[config.mk]
export PLATFORM = sky130hd
export DESIGN_NAME = iram_loader
export DESIGN_NICKNAME = d
export VERILOG_FILES = /design/src/rtl/iram_loader.sv
export SDC_FILE = /design/constraint.sdc
export NUM_CORES = 1
export LEC_CHECK = 0
export ABC_AREA = 1
export CORE_MARGIN = 3
export CORE_UTILIZATION = 40
export DETAILED_ROUTE_END_ITERATION = 10
export HOLD_SLACK_MARGIN = 0.06
export PLACE_DENSITY = 0.59
export SLEW_MARGIN = 20
export SYNTH_ARGS = -nofsm -noshare
export SYNTH_HDL_FRONTEND = slang
export SYNTH_SLANG_ARGS = --single-unit
[constraint.sdc]
create_clock -name clk -period 3.2 [get_ports clk]
set_clock_uncertainty 0.2 [all_clocks]
set_input_delay 0.64 -clock clk [delete_from_list [all_inputs] [get_ports clk]]
set_output_delay 0.64 -clock clk [all_outputs]
set_load 0.02 [all_outputs]
[src/rtl/iram_loader.sv]
// Byte-stream boot loader: a frame of SYNC, count N, then N big-endian 16-bit words
// is written into instruction RAM while the core is held in reset.
module iram_loader #(
  parameter int          IRAM_ADDR_BITS = 8,
  parameter logic [7:0]  SYNC_BYTE      = 8'hA5,
  parameter int          TIMEOUT        = 1000000
) (
  input  logic                      clk,
  input  logic                      reset,
  input  logic [7:0]                rx_data,
  input  logic                      rx_valid,
  output logic                      rx_ready,
  output logic [IRAM_ADDR_BITS-1:0] iram_wa,
  output logic                      iram_wen,
  output logic [15:0]               iram_din,
  output logic                      cpu_hold,
  output logic                      load_done,
  output logic                      load_err
);

  // Count must hold 2^IRAM_ADDR_BITS (N=0) as well as any byte value.
  localparam int             CW       = (IRAM_ADDR_BITS > 8 ? IRAM_ADDR_BITS : 8) + 1;
  localparam logic [CW-1:0]  CNT_ONE  = {{(CW-1){1'b0}}, 1'b1};
  localparam logic [CW-1:0]  CNT_FULL = CNT_ONE << IRAM_ADDR_BITS;
  localparam logic [19:0]    TMO_LAST = 20'(TIMEOUT - 1);

  typedef enum logic [2:0] {
    S_IDLE  = 3'd0,
    S_LEN   = 3'd1,
    S_HI    = 3'd2,
    S_LO    = 3'd3,
    S_WRITE = 3'd4
  } state_t;

  state_t                    state_q, state_d;
  logic [IRAM_ADDR_BITS-1:0] addr_q, addr_d;
  logic [IRAM_ADDR_BITS-1:0] wa_q, wa_d;
  logic [CW-1:0]             cnt_q, cnt_d;
  logic [7:0]                hi_q, hi_d;
  logic [15:0]               din_q, din_d;
  logic [19:0]               tmo_q, tmo_d;
  logic                      done_q, done_d;
  logic                      err_q, err_d;
  logic                      acc;

  always_comb begin
    state_d  = state_q;
    addr_d   = addr_q;
    wa_d     = wa_q;
    cnt_d    = cnt_q;
    hi_d     = hi_q;
    din_d    = din_q;
    tmo_d    = tmo_q;
    done_d   = 1'b0;
    err_d    = 1'b0;
    rx_ready = (state_q != S_WRITE);
    acc      = rx_valid && rx_ready;

    case (state_q)
      S_IDLE: begin
        if (acc && rx_data == SYNC_BYTE) begin
          state_d = S_LEN;
          tmo_d   = '0;
        end
      end
      S_LEN: begin
        if (acc) begin
          cnt_d   = (rx_data == 8'd0) ? CNT_FULL : {{(CW-8){1'b0}}, rx_data};
          addr_d  = '0;
          tmo_d   = '0;
          state_d = S_HI;
        end
      end
      S_HI: begin
        if (acc) begin
          hi_d    = rx_data;
          tmo_d   = '0;
          state_d = S_LO;
        end
      end
      S_LO: begin
        // Output registers are loaded here so they hold steady outside WRITE.
        if (acc) begin
          wa_d    = addr_q;
          din_d   = {hi_q, rx_data};
          tmo_d   = '0;
          state_d = S_WRITE;
        end
      end
      S_WRITE: begin
        addr_d = addr_q + 1'b1;
        cnt_d  = cnt_q - CNT_ONE;
        if (cnt_q == CNT_ONE) begin
          state_d = S_IDLE;
          done_d  = 1'b1;
        end else begin
          state_d = S_HI;
        end
      end
      default: state_d = S_IDLE;
    endcase

    // Stalled mid-frame: count idle cycles and abandon the frame at the limit.
    if ((state_q == S_LEN || state_q == S_HI || state_q == S_LO) && !acc) begin
      if (tmo_q == TMO_LAST) begin
        state_d = S_IDLE;
        err_d   = 1'b1;
        tmo_d   = '0;
      end else begin
        tmo_d = tmo_q + 20'd1;
      end
    end
  end

  always_ff @(posedge clk or posedge reset) begin
    if (reset) begin
      state_q <= S_IDLE;
      addr_q  <= '0;
      wa_q    <= '0;
      cnt_q   <= '0;
      hi_q    <= '0;
      din_q   <= '0;
      tmo_q   <= '0;
      done_q  <= 1'b0;
      err_q   <= 1'b0;
    end else begin
      state_q <= state_d;
      addr_q  <= addr_d;
      wa_q    <= wa_d;
      cnt_q   <= cnt_d;
      hi_q    <= hi_d;
      din_q   <= din_d;
      tmo_q   <= tmo_d;
      done_q  <= done_d;
      err_q   <= err_d;
    end
  end

  assign iram_wen  = (state_q == S_WRITE);
  assign iram_wa   = wa_q;
  assign iram_din  = din_q;
  assign cpu_hold  = (state_q != S_IDLE);
  assign load_done = done_q;
  assign load_err  = err_q;

endmodule
# Yosys cells after proc, flatten, opt, wreduce, memory -nomap -nowiden
# Cells that the tools add are included.
[totals]
regBits = 74
in_bits = 11
output_inout_bits = 29
elab_cells = 61
[classes]
add_sub_neg = 3
n_eq_ne = 11
n_mux = 22
reduce_logical = 16
[ops]
columns = ["operator", "count"]
rows = [
  ["20-bit 2-to-1 mux", 4],
  ["20-bit one-hot mux with 2 select lines", 1],
  ["20-bit by 1-bit adder with 20-bit output, second input constant", 1],
  ["20-bit == test, second input constant", 1],
  ["3-bit 2-to-1 mux", 6],
  ["9-bit 2-to-1 mux", 2],
  ["9-bit one-hot mux with 2 select lines", 1],
  ["8-bit one-hot mux with 2 select lines", 1],
  ["3-bit one-hot mux with 5 select lines", 1],
  ["9-bit by 1-bit == test with 1-bit output, second input constant", 1],
  ["9-bit by 1-bit subtractor with 9-bit output, second input constant", 1],
  ["8-bit by 1-bit adder with 8-bit output, second input constant", 1],
  ["8-bit == test, second input constant", 1],
  ["8-bit logical NOT", 1],
  ["8-bit 2-to-1 mux", 1],
  ["3-bit by 2-bit == test with 1-bit output, second input constant", 2],
  ["3-bit inequality test, second input constant", 2],
  ["2-bit AND reduction", 3],
  ["3-bit nonzero test", 2],
  ["1-bit 2-to-1 mux", 4],
  ["3-bit by 1-bit == test with 1-bit output, second input constant", 1],
  ["3-bit == test, second input constant", 1],
  ["1-bit logical AND", 3],
  ["3-bit logical NOT", 1],
  ["other kinds (8)", 9],
]

# Depth between registers and ports, before layout
[logic_depth]
ltp_word = 7
depth_mapped = 9
ltp_nobuf = 9

# Worst setup path after synthesis
# No wires, ideal clock.
[synth_timing]
path_kind = "reg-to-output"
start = "reg state_q[1]"
end = "out iram_wen"
arrival_time_ps = 934
t_required_ps = 2360
setup_slack_ps = 1426
path_stages_with_launch = 5
path_buffers = 1
cell_sequence = "dfrtp_1 nor2_1 inv_2 nor2_4 buf_2"
[synth_via]
elab_chain_cells = 1
[synth_lines]
columns = ["item", "line_no", "source"]
rows = [
  ["start, declared", "35", "state_t state_q, state_d;"],
  ["start signal, assigned", "127", "state_q <= state_d;"],
  ["3-bit == test", "139", "assign iram_wen = (state_q == S_WRITE);"],
  ["end, declared", "14", "output logic iram_wen,"],
]
# No other way between the ends.

# Worst setup path after layout
[layout_timing]
start = "reg state_q[0]"
end = "out rx_ready"
[layout_via]
elab_chain_cells = 1
[layout_lines]
columns = ["item", "line_no", "source"]
rows = [
  ["3-bit inequality test", "56", "rx_ready = (state_q != S_WRITE);"],
  ["end, declared", "12", "output logic rx_ready,"],
]
# No other way between the ends.

==> results.md <==
* Status: complete, no violations
* CP Cell Sequence: nor2_1, inv_2, nor2_4, inv_2, clkdlybuf4s50_1
* Clk pin slew, worst setup/hold paths at 80 ps
* Sum Neg Setup Slack at 0 ps
* Dominant synthesized flop cell: dfrtp_1
* Syn avg cell area at around 7.8 sq um
* Most used cell, CP: inv_2
* DR vias at approximately 3300
* WP data required at 2360 ps
* Die Y at 103 um
* Post-synth top cells: nand2_1 (151), dfrtp_1 (74), inv_1 (53)
* P&R area growth vs syn at 20.0%
* Netlist Area Pre-Place at 3800 sq um
* Number of CTS-inserted buffers at 9
* 1st-iter DRT viols at 172
* GRT Resource Usage Total at approximately a fifth
* CTS Buffer Depth at 2
* HP Start: iram_din[9]
* Post-DP HPWL at 6770 um
* Synth unique cells at 32
* Maximum VDD drop at roughly 0.0003 V
* Die width at 103 um
* Syn Inst Count at 487
* Final net count at 544
* I/O pin count at 40
* Worst skew pair latency at 350 ps
* Remaining global-route overflow at 0
* Critical Path Sink Type: primary output
* Initial Utilization at 42.3%
* CP max stage delay at 570 ps
* H-tree Lvls at 3
* Leakage at 2.10 nW
* Number of synthesized register bits at between 70 and 80
* Worst min path class: reg2reg
* Post-synth top area share at 48.7%
* Final period util at 84.7%
* Core box area at roughly 9000 sq um
* YS warnings at 0
* Yosys top cell by area: dfrtp_1
* CTS resizes at 0
* Sequential area share after synthesis at 48.7%
* Power Dens Cells at slightly below 800 nW/um^2
* Rel. slew slack at 53.4%
* Critical path class: reg2out
* Placer Congestion at approximately 0.87
* CP bufs+invs at 3
* Max-slew violations at 0
* Top delay family on crit path: buffers and inverters
* Total power draw at roughly 0.0036 W
* Slowest CP cell: clkdlybuf4s50_1
* Fin area at 4560 sq um
* Final setup viols at 0
* Vias in the first global route at 2982
* Post CTS Setup Buffer Count at 0
* Routed Antenna Nets at 0
* CP Max Fanout at 11
* Synth Net Count at around 500
* EDFF count, synth at 0
* Hold Vio Cnt, Final at 0
* Max Cap Violations at 0
* Achievable frequency at around 0.37 GHz
* DR WL/cell at 14.1 um
* CTS tree: done
* Most frequent cell after synthesis: nand2_1
* Cts hold-fix bufs at 0
* Crit start category: register
* Crit path launch: state_q[0]
* First-pass GRT wire length at 15500 um
* CTS root buffer: clkbuf_8
* # port buffers at 39
* Row cnt at 34
* Fin crit period at 2710 ps
* Crit path DAT at 1870 ps
* Slew @ Worst Pin at between 600 and 700 ps
* Antenna Cells at 0
* Worst reg2reg path startpoint: tmo_q[0]
* RSZ-0062 raised after global routing: no
* Layout cell share with drive strength beyond 1 at a little over 8%
* Routed vias/inst at 4.93
* First-pass DRT Iterations at 4
* Post-route DRC at 0
* Die area at 10700 sq um
* Hold WS at ~270 ps
* Largest net degree at the start of global routing at 40
* Initial antenna violation count at 0
* Clk sinks at 74
* Area contributors post-synth: dfrtp_1 (49%), nand2_1 (15%), inv_1 (5.2%)
* Post-synthesis async set-or-reset flop share at between 90% and 100%
* Routed WL at 9290 um
* DP Area at 4320 sq um
-- worst register-to-register path: cells and delay by family (launching register included) --
family,cells,cell delay (ps)
flip-flops,1,490
buffers and inverters,1,60
adder cells (fa/ha/maj),1,390
AND/OR/NAND/NOR,3,820
AO/OA/AOI/OAI,1,320
-- cells by family (layout without fill, tap and decap cells) --
kind of cell               Yosys count  in the layout  synth area share, %
buffers and inverters               70            117                 7.74
xor gates and xnor gates             4              4                0.922
AOI/OAI and AO/OA                   66             66                 10.7
adders and majority gates            4              4                 1.32
DFF                                 74             74                 48.7
and+or+nand+nor                    269            269                 30.6
-- worst paths after layout --
path	to	slack (ps)	cells after the start
worst max-delay path	rx_ready	490	5
worst min-delay path	iram_din[9]	270	2
worst max register to register	state_q[0]	820	6
worst min register to register	iram_din[9]	270	2
max in group asynchronous	tmo_q[3]	1720	3
min in group asynchronous	tmo_q[12]	470	2
-- registers in the layout (all words and copies together) (netlist names) --
register	cells
iram_din	16
hi_q	8
iram_wa	8
load_err	1
tmo_q	20
addr_q	8
load_done	1
state_q	3
cnt_q	9
-- layout by cell type (no fill, tap or decap), types with 4 or more instances in the layout --
cell and n:
a21oi_1 8, buf_4 4, clkbuf_8 9, clkdlybuf4s50_1 39
dfrtp_1 74, ha_1 4, inv_1 52, inv_2 5
nand2_1 151, nand3_1 37, nand4_1 21, nor2_1 43
nor3_1 8, o21ai_0 28, o21ai_1 5, o21ai_2 10
o221ai_1 4, o22ai_1 4
-- through the flow --
| step | worst slack [ps] | utilization [%] | cells |
|---|---|---|---|
| after floorplan | 478 | - | 487 |
| after global placement | 694 | 48.1 | 644 |
| after detailed placement | 682 | 48.1 | 644 |
| after CTS | 472 | 50.8 | 660 |
| after global routing | 365 | 50.8 | 660 |
| final | 491 | 50.8 | 660 |
-- power by group --
part           switching, W  internal (W)  leakage [nW]
Clock              0.000369      0.000521         0.113
Combinational      0.000777      0.000511          1.01
Sequential         0.000212       0.00122         0.974
Total               0.00136       0.00225          2.10
-- routing by layer --
layer	wire [um]	track usage [%]
met1	5030	29.1
met2	3940	26.8
met3	291	4.49
met4	36	3.59
met5	0	0
-- area by class of cell --
type	instances	area, sq um
multi-input cells	343	1660
clock buffers	10	128
well taps	126	158
repair buffers	44	440
fillers	895	4420
flip-flops and latches	74	1850
inverters	57	214
clock inverters	6	114
No activity file was read; power rests on OpenSTA's default activity.
